**config.mk**
```make
export PLATFORM = sky130hd
export DESIGN_NAME = kmeans_controller
export DESIGN_NICKNAME = d
export VERILOG_FILES = /design/src/rtl/kmeans_controller.sv
export SDC_FILE = /design/constraint.sdc
export NUM_CORES = 1
export LEC_CHECK = 0
export CAP_MARGIN = 40
export CORE_ASPECT_RATIO = 0.7
export CORE_UTILIZATION = 36
export DETAILED_ROUTE_END_ITERATION = 8
export PLACE_DENSITY = 0.55
export SLEW_MARGIN = 40
export SYNTH_ARGS = -nofsm -noshare
export SYNTH_HDL_FRONTEND = slang
export SYNTH_SLANG_ARGS = --single-unit
```
**constraint.sdc**
```tcl
create_clock -name clk -period 6.2 [get_ports clk]
set_input_delay 1.55 -clock clk [delete_from_list [all_inputs] [get_ports clk]]
set_output_delay 1.55 -clock clk [all_outputs]
set_load 0.02 [all_outputs]
```
**src/rtl/kmeans_controller.sv**
```systemverilog
// kmeans_controller -- sequences one k-means run: an assignment pass, a
// summation pass, then a per-cluster divide of the x and y sums by the point
// count. Each new centroid is written out, and iterations repeat until no
// centroid moves or MAX_ITER iterations have been done.
//
// Ports
//   clk, rst_n                  clock, async active-low reset
//   start                       begin a run (sampled only in IDLE)
//   assign_en / assign_done     assignment pass enable / end pulse
//   sum_en / sum_done           summation pass enable / end pulse
//   sum_sel                     cluster whose sum_x/sum_y/count are read
//   sum_x, sum_y, count         sums and point count of the selected cluster
//   div_req/div_a/div_b         divider request, dividend, divisor
//   div_ack/div_res             divider result valid pulse, quotient
//   cent_we/cent_idx/cent_x/y   centroid write strobe, index, value
//   busy, done, iter, converged run status
module kmeans_controller #(
   parameter int NUM_CLUSTERS = 5,
   parameter int MAX_ITER     = 16
) (
   input  logic        clk,
   input  logic        rst_n,
   input  logic        start,
   output logic        assign_en,
   input  logic        assign_done,
   output logic        sum_en,
   input  logic        sum_done,
   output logic [2:0]  sum_sel,
   input  logic [23:0] sum_x,
   input  logic [23:0] sum_y,
   input  logic [13:0] count,
   output logic        div_req,
   output logic [23:0] div_a,
   output logic [13:0] div_b,
   input  logic        div_ack,
   input  logic [13:0] div_res,
   output logic        cent_we,
   output logic [2:0]  cent_idx,
   output logic [13:0] cent_x,
   output logic [13:0] cent_y,
   output logic        busy,
   output logic        done,
   output logic [4:0]  iter,
   output logic        converged
);

   typedef enum logic [3:0] {
      IDLE, ASSIGN, SUM, DIVX, DIVY, WRITE, NEXT, CHECK, DONE
   } state_t;

   localparam logic [2:0] LAST     = 3'(NUM_CLUSTERS - 1);
   localparam logic [4:0] ITER_MAX = 5'(MAX_ITER);

   state_t      state;
   logic [13:0] cx [NUM_CLUSTERS];
   logic [13:0] cy [NUM_CLUSTERS];
   logic [13:0] qx, qy;
   logic        changed;
   logic [4:0]  iter_nx;

   assign iter_nx = iter + 5'd1;

   // Outputs are registered and set on the edge that enters the state they
   // belong to, so each strobe lines up with its state.
   always_ff @(posedge clk or negedge rst_n) begin
      if (!rst_n) begin
         state     <= IDLE;
         assign_en <= 1'b0;
         sum_en    <= 1'b0;
         sum_sel   <= '0;
         div_req   <= 1'b0;
         div_a     <= '0;
         div_b     <= '0;
         cent_we   <= 1'b0;
         cent_idx  <= '0;
         cent_x    <= '0;
         cent_y    <= '0;
         busy      <= 1'b0;
         done      <= 1'b0;
         iter      <= '0;
         converged <= 1'b0;
         changed   <= 1'b0;
         qx        <= '0;
         qy        <= '0;
         for (int i = 0; i < NUM_CLUSTERS; i++) begin
            cx[i] <= '0;
            cy[i] <= '0;
         end
      end else begin
         case (state)
            IDLE: if (start) begin
               state     <= ASSIGN;
               assign_en <= 1'b1;
               busy      <= 1'b1;
               iter      <= '0;
               changed   <= 1'b0;
            end
            ASSIGN: if (assign_done) begin
               state     <= SUM;
               assign_en <= 1'b0;
               sum_en    <= 1'b1;
            end
            SUM: if (sum_done) begin
               state   <= DIVX;
               sum_en  <= 1'b0;
               sum_sel <= '0;
            end
            // div_req low on entry means no request is outstanding yet.
            DIVX: if (!div_req) begin
               if (count == '0) begin
                  state <= NEXT;            // empty cluster keeps its centroid
               end else begin
                  div_req <= 1'b1;
                  div_a   <= sum_x;
                  div_b   <= count;
               end
            end else if (div_ack) begin
               div_req <= 1'b0;
               qx      <= div_res;
               state   <= DIVY;
            end
            // div_b still holds the count captured in DIVX.
            DIVY: if (!div_req) begin
               div_req <= 1'b1;
               div_a   <= sum_y;
            end else if (div_ack) begin
               div_req  <= 1'b0;
               qy       <= div_res;
               cent_we  <= 1'b1;
               cent_idx <= sum_sel;
               cent_x   <= qx;
               cent_y   <= div_res;
               state    <= WRITE;
            end
            WRITE: begin
               cent_we <= 1'b0;
               if (cx[sum_sel] != qx || cy[sum_sel] != qy) changed <= 1'b1;
               cx[sum_sel] <= qx;
               cy[sum_sel] <= qy;
               state       <= NEXT;
            end
            NEXT: if (sum_sel < LAST) begin
               sum_sel <= sum_sel + 3'd1;
               state   <= DIVX;
            end else begin
               state <= CHECK;
            end
            CHECK: begin
               iter <= iter_nx;
               if (!changed || iter_nx == ITER_MAX) begin
                  state     <= DONE;
                  done      <= 1'b1;
                  converged <= !changed;
               end else begin
                  changed   <= 1'b0;
                  assign_en <= 1'b1;
                  state     <= ASSIGN;
               end
            end
            DONE: begin
               done  <= 1'b0;
               busy  <= 1'b0;
               state <= IDLE;
            end
            default: state <= IDLE;
         endcase
      end
   end

endmodule
```
==> impl_metrics.json <==
{
  "run_status": "complete, no violations",
  "met2WireLength_um": 12600,
  "postCtsSetupBuffers": 0,
  "tritoncts": "built",
  "drc": 0,
  "layout.cell_area.non_filler_um2": 14100,
  "finalWorstPathRequiredPeriod_ns": 3.60,
  "clkSlewWorstSetupHoldPaths_ns": 0.06,
  "synth.lib_cells_used.distinct": 54,
  "wl_um": 29600,
  "initial_core_util_pct": 36.9,
  "netlist_area_um2": 11200,
  "leakage_nw": 6.15,
  "post_layout_nonfiller_instances": 1492,
  "vdd_ir_drop_max_uv": 245,
  "topRoutingLayerUsed": "met4",
  "endpoint_kind": "output port",
  "critPathRequiredTime_ns": 4.65,
  "largest_net_degree_at_the_start_of_global_routing": 71,
  "yosysWarnings": 0,
  "synth_nets": 1002,
  "routed_wire_length_per_instance_um": 19.8,
  "instance_count_after_placement_with_tap_cells_included": 1447,
  "timing.critical_path.arrival_ns": 2.05,
  "grt_use_total_pct": 19.3,
  "postPlaceCellArea_um2": 13300,
  "detailedRoute.firstPassIterationCount": 7,
  "synth-seq-cells": 243,
  "route.layer.met1.wl_um": 15400,
  "dr_total_vias": 7698,
  "netlist_instances": 918,
  "commonest_non_fill_non_tap_cell_in_the_layout": "sky130_fd_sc_hd__dfrtp_1",
  "setup_viol_count_final": 0,
  "synth_seq_area_share_pct": 54.4,
  "viasPerCell": 5.16,
  "rows": 53,
  "boundaryPins": 166,
  "place_hpwl_um": 20000,
  "drv_cap": 0,
  "worst_skew_pair.late_latency_ns": 0.54,
  "chipHeight_um": 149,
  "area_growth_syn_to_layout_pct": 26.1,
  "most-common-layout-cells": "sky130_fd_sc_hd__dfrtp_1 (242), sky130_fd_sc_hd__mux2_2 (188), sky130_fd_sc_hd__clkdlybuf4s50_1 (164)",
  "min-delay-path-class": "reg -> reg",
  "final_max_slew_viol_count": 0,
  "final_min_period_over_clock_period_pct": 58.1,
  "type_of_the_worst_setup_path": "reg -> out",
  "syn_area_per_cell_um2": 12.2,
  "met3_wirelength_um": 1050,
  "die_area_um2": 31800,
  "reg2reg_setup_slack_ns": 2.75,
  "first_global_vias": 7648,
  "synth-async-reset-ratio_pct": 100,
  "antenna_cell_count": 0,
  "drive_gt1_share_pct": 24.3,
  "clock-sinks": 243,
  "max-slew-margin-rel_pct": 47.9,
  "die_w_um": 213,
  "edff_count_synth": 0,
  "total_negative_setup_slacks_ns": 0,
  "numPortBuffers": 165,
  "post-layout-total-power_mw": 7.03,
  "postSynth.topFlopCell": "sky130_fd_sc_hd__dfrtp_1",
  "hold_buffers": 0,
  "power-per-cell-area_nw_per_um2": 498,
  "ant_nets": 0,
  "fin_clk_skew_ns": 0.00901,
  "root_buffer_master": "sky130_fd_sc_hd__clkbuf_16",
  "htreeDepth": 1,
  "synth_top_cells_by_area": "sky130_fd_sc_hd__dfrtp_1 (54%), sky130_fd_sc_hd__mux2_2 (19%), sky130_fd_sc_hd__mux2i_1 (6.8%)",
  "synth_largest_area_cell": "sky130_fd_sc_hd__dfrtp_1",
  "rsz0062_at_grt": "false",
  "grt_remaining_overflow": 0,
  "initialDrtViolationCount": 460,
  "first_pass_grt_wire_length_um": 47100,
  "postCtsResizedCells": 0,
  "worstPathMaxFanout": 31,
  "max_slew.worst_pin.slew_ns": 0.781,
  "core_area_um2": 30300,
  "routabilityCongestion": 0.799,
  "critPathLaunchType": "flip-flop",
  "timing.final.hold_violations": 0,
  "antenna_violations_before_repair": 0,
  "max_clock_freq_mhz": 278,
  "cts_buffers": 25,
  "finish.net_count": 1146,
  "maximum_count_of_clock_buffers_along_a_single_path": 3,
  "netlist.area_leader.share_pct": 54.4
}
==> Yosys cell counts (5+ instances only) <==
| master | n |
|---|---|
| sky130_fd_sc_hd__inv_1 | 13 |
| sky130_fd_sc_hd__clkbuf_1 | 34 |
| sky130_fd_sc_hd__mux2_2 | 188 |
| sky130_fd_sc_hd__o21ai_0 | 70 |
| sky130_fd_sc_hd__nor2_1 | 28 |
| sky130_fd_sc_hd__nor3_1 | 8 |
| sky130_fd_sc_hd__a21oi_1 | 18 |
| sky130_fd_sc_hd__nand2_1 | 78 |
| sky130_fd_sc_hd__nor4_1 | 10 |
| sky130_fd_sc_hd__o22ai_1 | 9 |
| sky130_fd_sc_hd__xnor2_1 | 10 |
| sky130_fd_sc_hd__xor2_1 | 14 |
| sky130_fd_sc_hd__nand2b_1 | 5 |
| sky130_fd_sc_hd__nand3_1 | 6 |
| sky130_fd_sc_hd__buf_2 | 10 |
| sky130_fd_sc_hd__a31oi_1 | 6 |
| sky130_fd_sc_hd__nand4_1 | 7 |
| sky130_fd_sc_hd__mux2i_1 | 76 |
| sky130_fd_sc_hd__o221ai_1 | 10 |
| sky130_fd_sc_hd__dfrtp_1 | 243 |
| sky130_fd_sc_hd__buf_1 | 18 |
==> worst paths after layout <==
kind	start	cells after the start	end
worst max register to register	sum_sel[0]	10	changed
worst max-delay path	sum_sel[2]	2	sum_sel[2]
worst min-delay path	div_a[22]	2	div_a[22]
max in group asynchronous	rst_n	3	div_b[0]
worst min register to register	div_a[22]	2	div_a[22]
min in group asynchronous	rst_n	1	iter[3]
==> cell families after synthesis <==
| logic type | Yosys count | share of synthesized area, % |
|---|---|---|
| buffers and inverters | 81 | 3.04 |
| AOI/OAI and AO/OA | 146 | 8.10 |
| DFF | 243 | 54.4 |
| muxes | 266 | 26.0 |
| xor gates and xnor gates | 24 | 1.88 |
| and+or+nand+nor | 156 | 6.39 |
| adders and majority gates | 2 | 0.224 |
==> metal layers <==
layer,track usage [%],vias to the layer above
met5,0,-
met3,2.96,36
met1,30.4,3925
met4,3.92,0
li1,-,3605
met2,27.6,132
==> area by class of cell <==
| class | count | area [um2] |
|---|---|---|
| well taps | 412 | 515 |
| repair buffers | 185 | 1840 |
| fillers | 2817 | 16200 |
| clock buffers | 34 | 699 |
| clock inverters | 11 | 119 |
| multi-input cells | 594 | 4800 |
| flip-flops and latches | 243 | 6080 |
| inverters | 13 | 48.8 |
==> critical path, cell delays in order (launching register included) <==
cell	delay, ns
sky130_fd_sc_hd__dfrtp_1	0.43
sky130_fd_sc_hd__buf_4	0.39
sky130_fd_sc_hd__clkdlybuf4s50_1	0.68
==> power by group <==
part	internal [mW]	switching [mW]	leakage, nW
logic	1.35	1.35	2.57
registers	2.20	0.610	3.19
clock network	0.875	0.648	0.392
==> flip-flops by register name (all words and copies together), names as in the netlist, 4 cells and up <==
register / flops
qx: 14
div_a: 24
cx: 70
div_b: 14
iter: 5
cent_x: 14
cy: 70
qy: 14
state: 4
==> stage by stage <==
stage	hold slack, ns	worst slack, ns	utilization, %
after CTS	0.483	2.59	46.6
final	0.476	2.60	46.6
after global placement	0.460	2.23	43.6
after detailed placement	0.469	2.42	43.9
after floorplan	0.445	2.99	-
after global routing	0.506	2.52	46.6
Note: power is estimated with default switching activity, not from simulation.
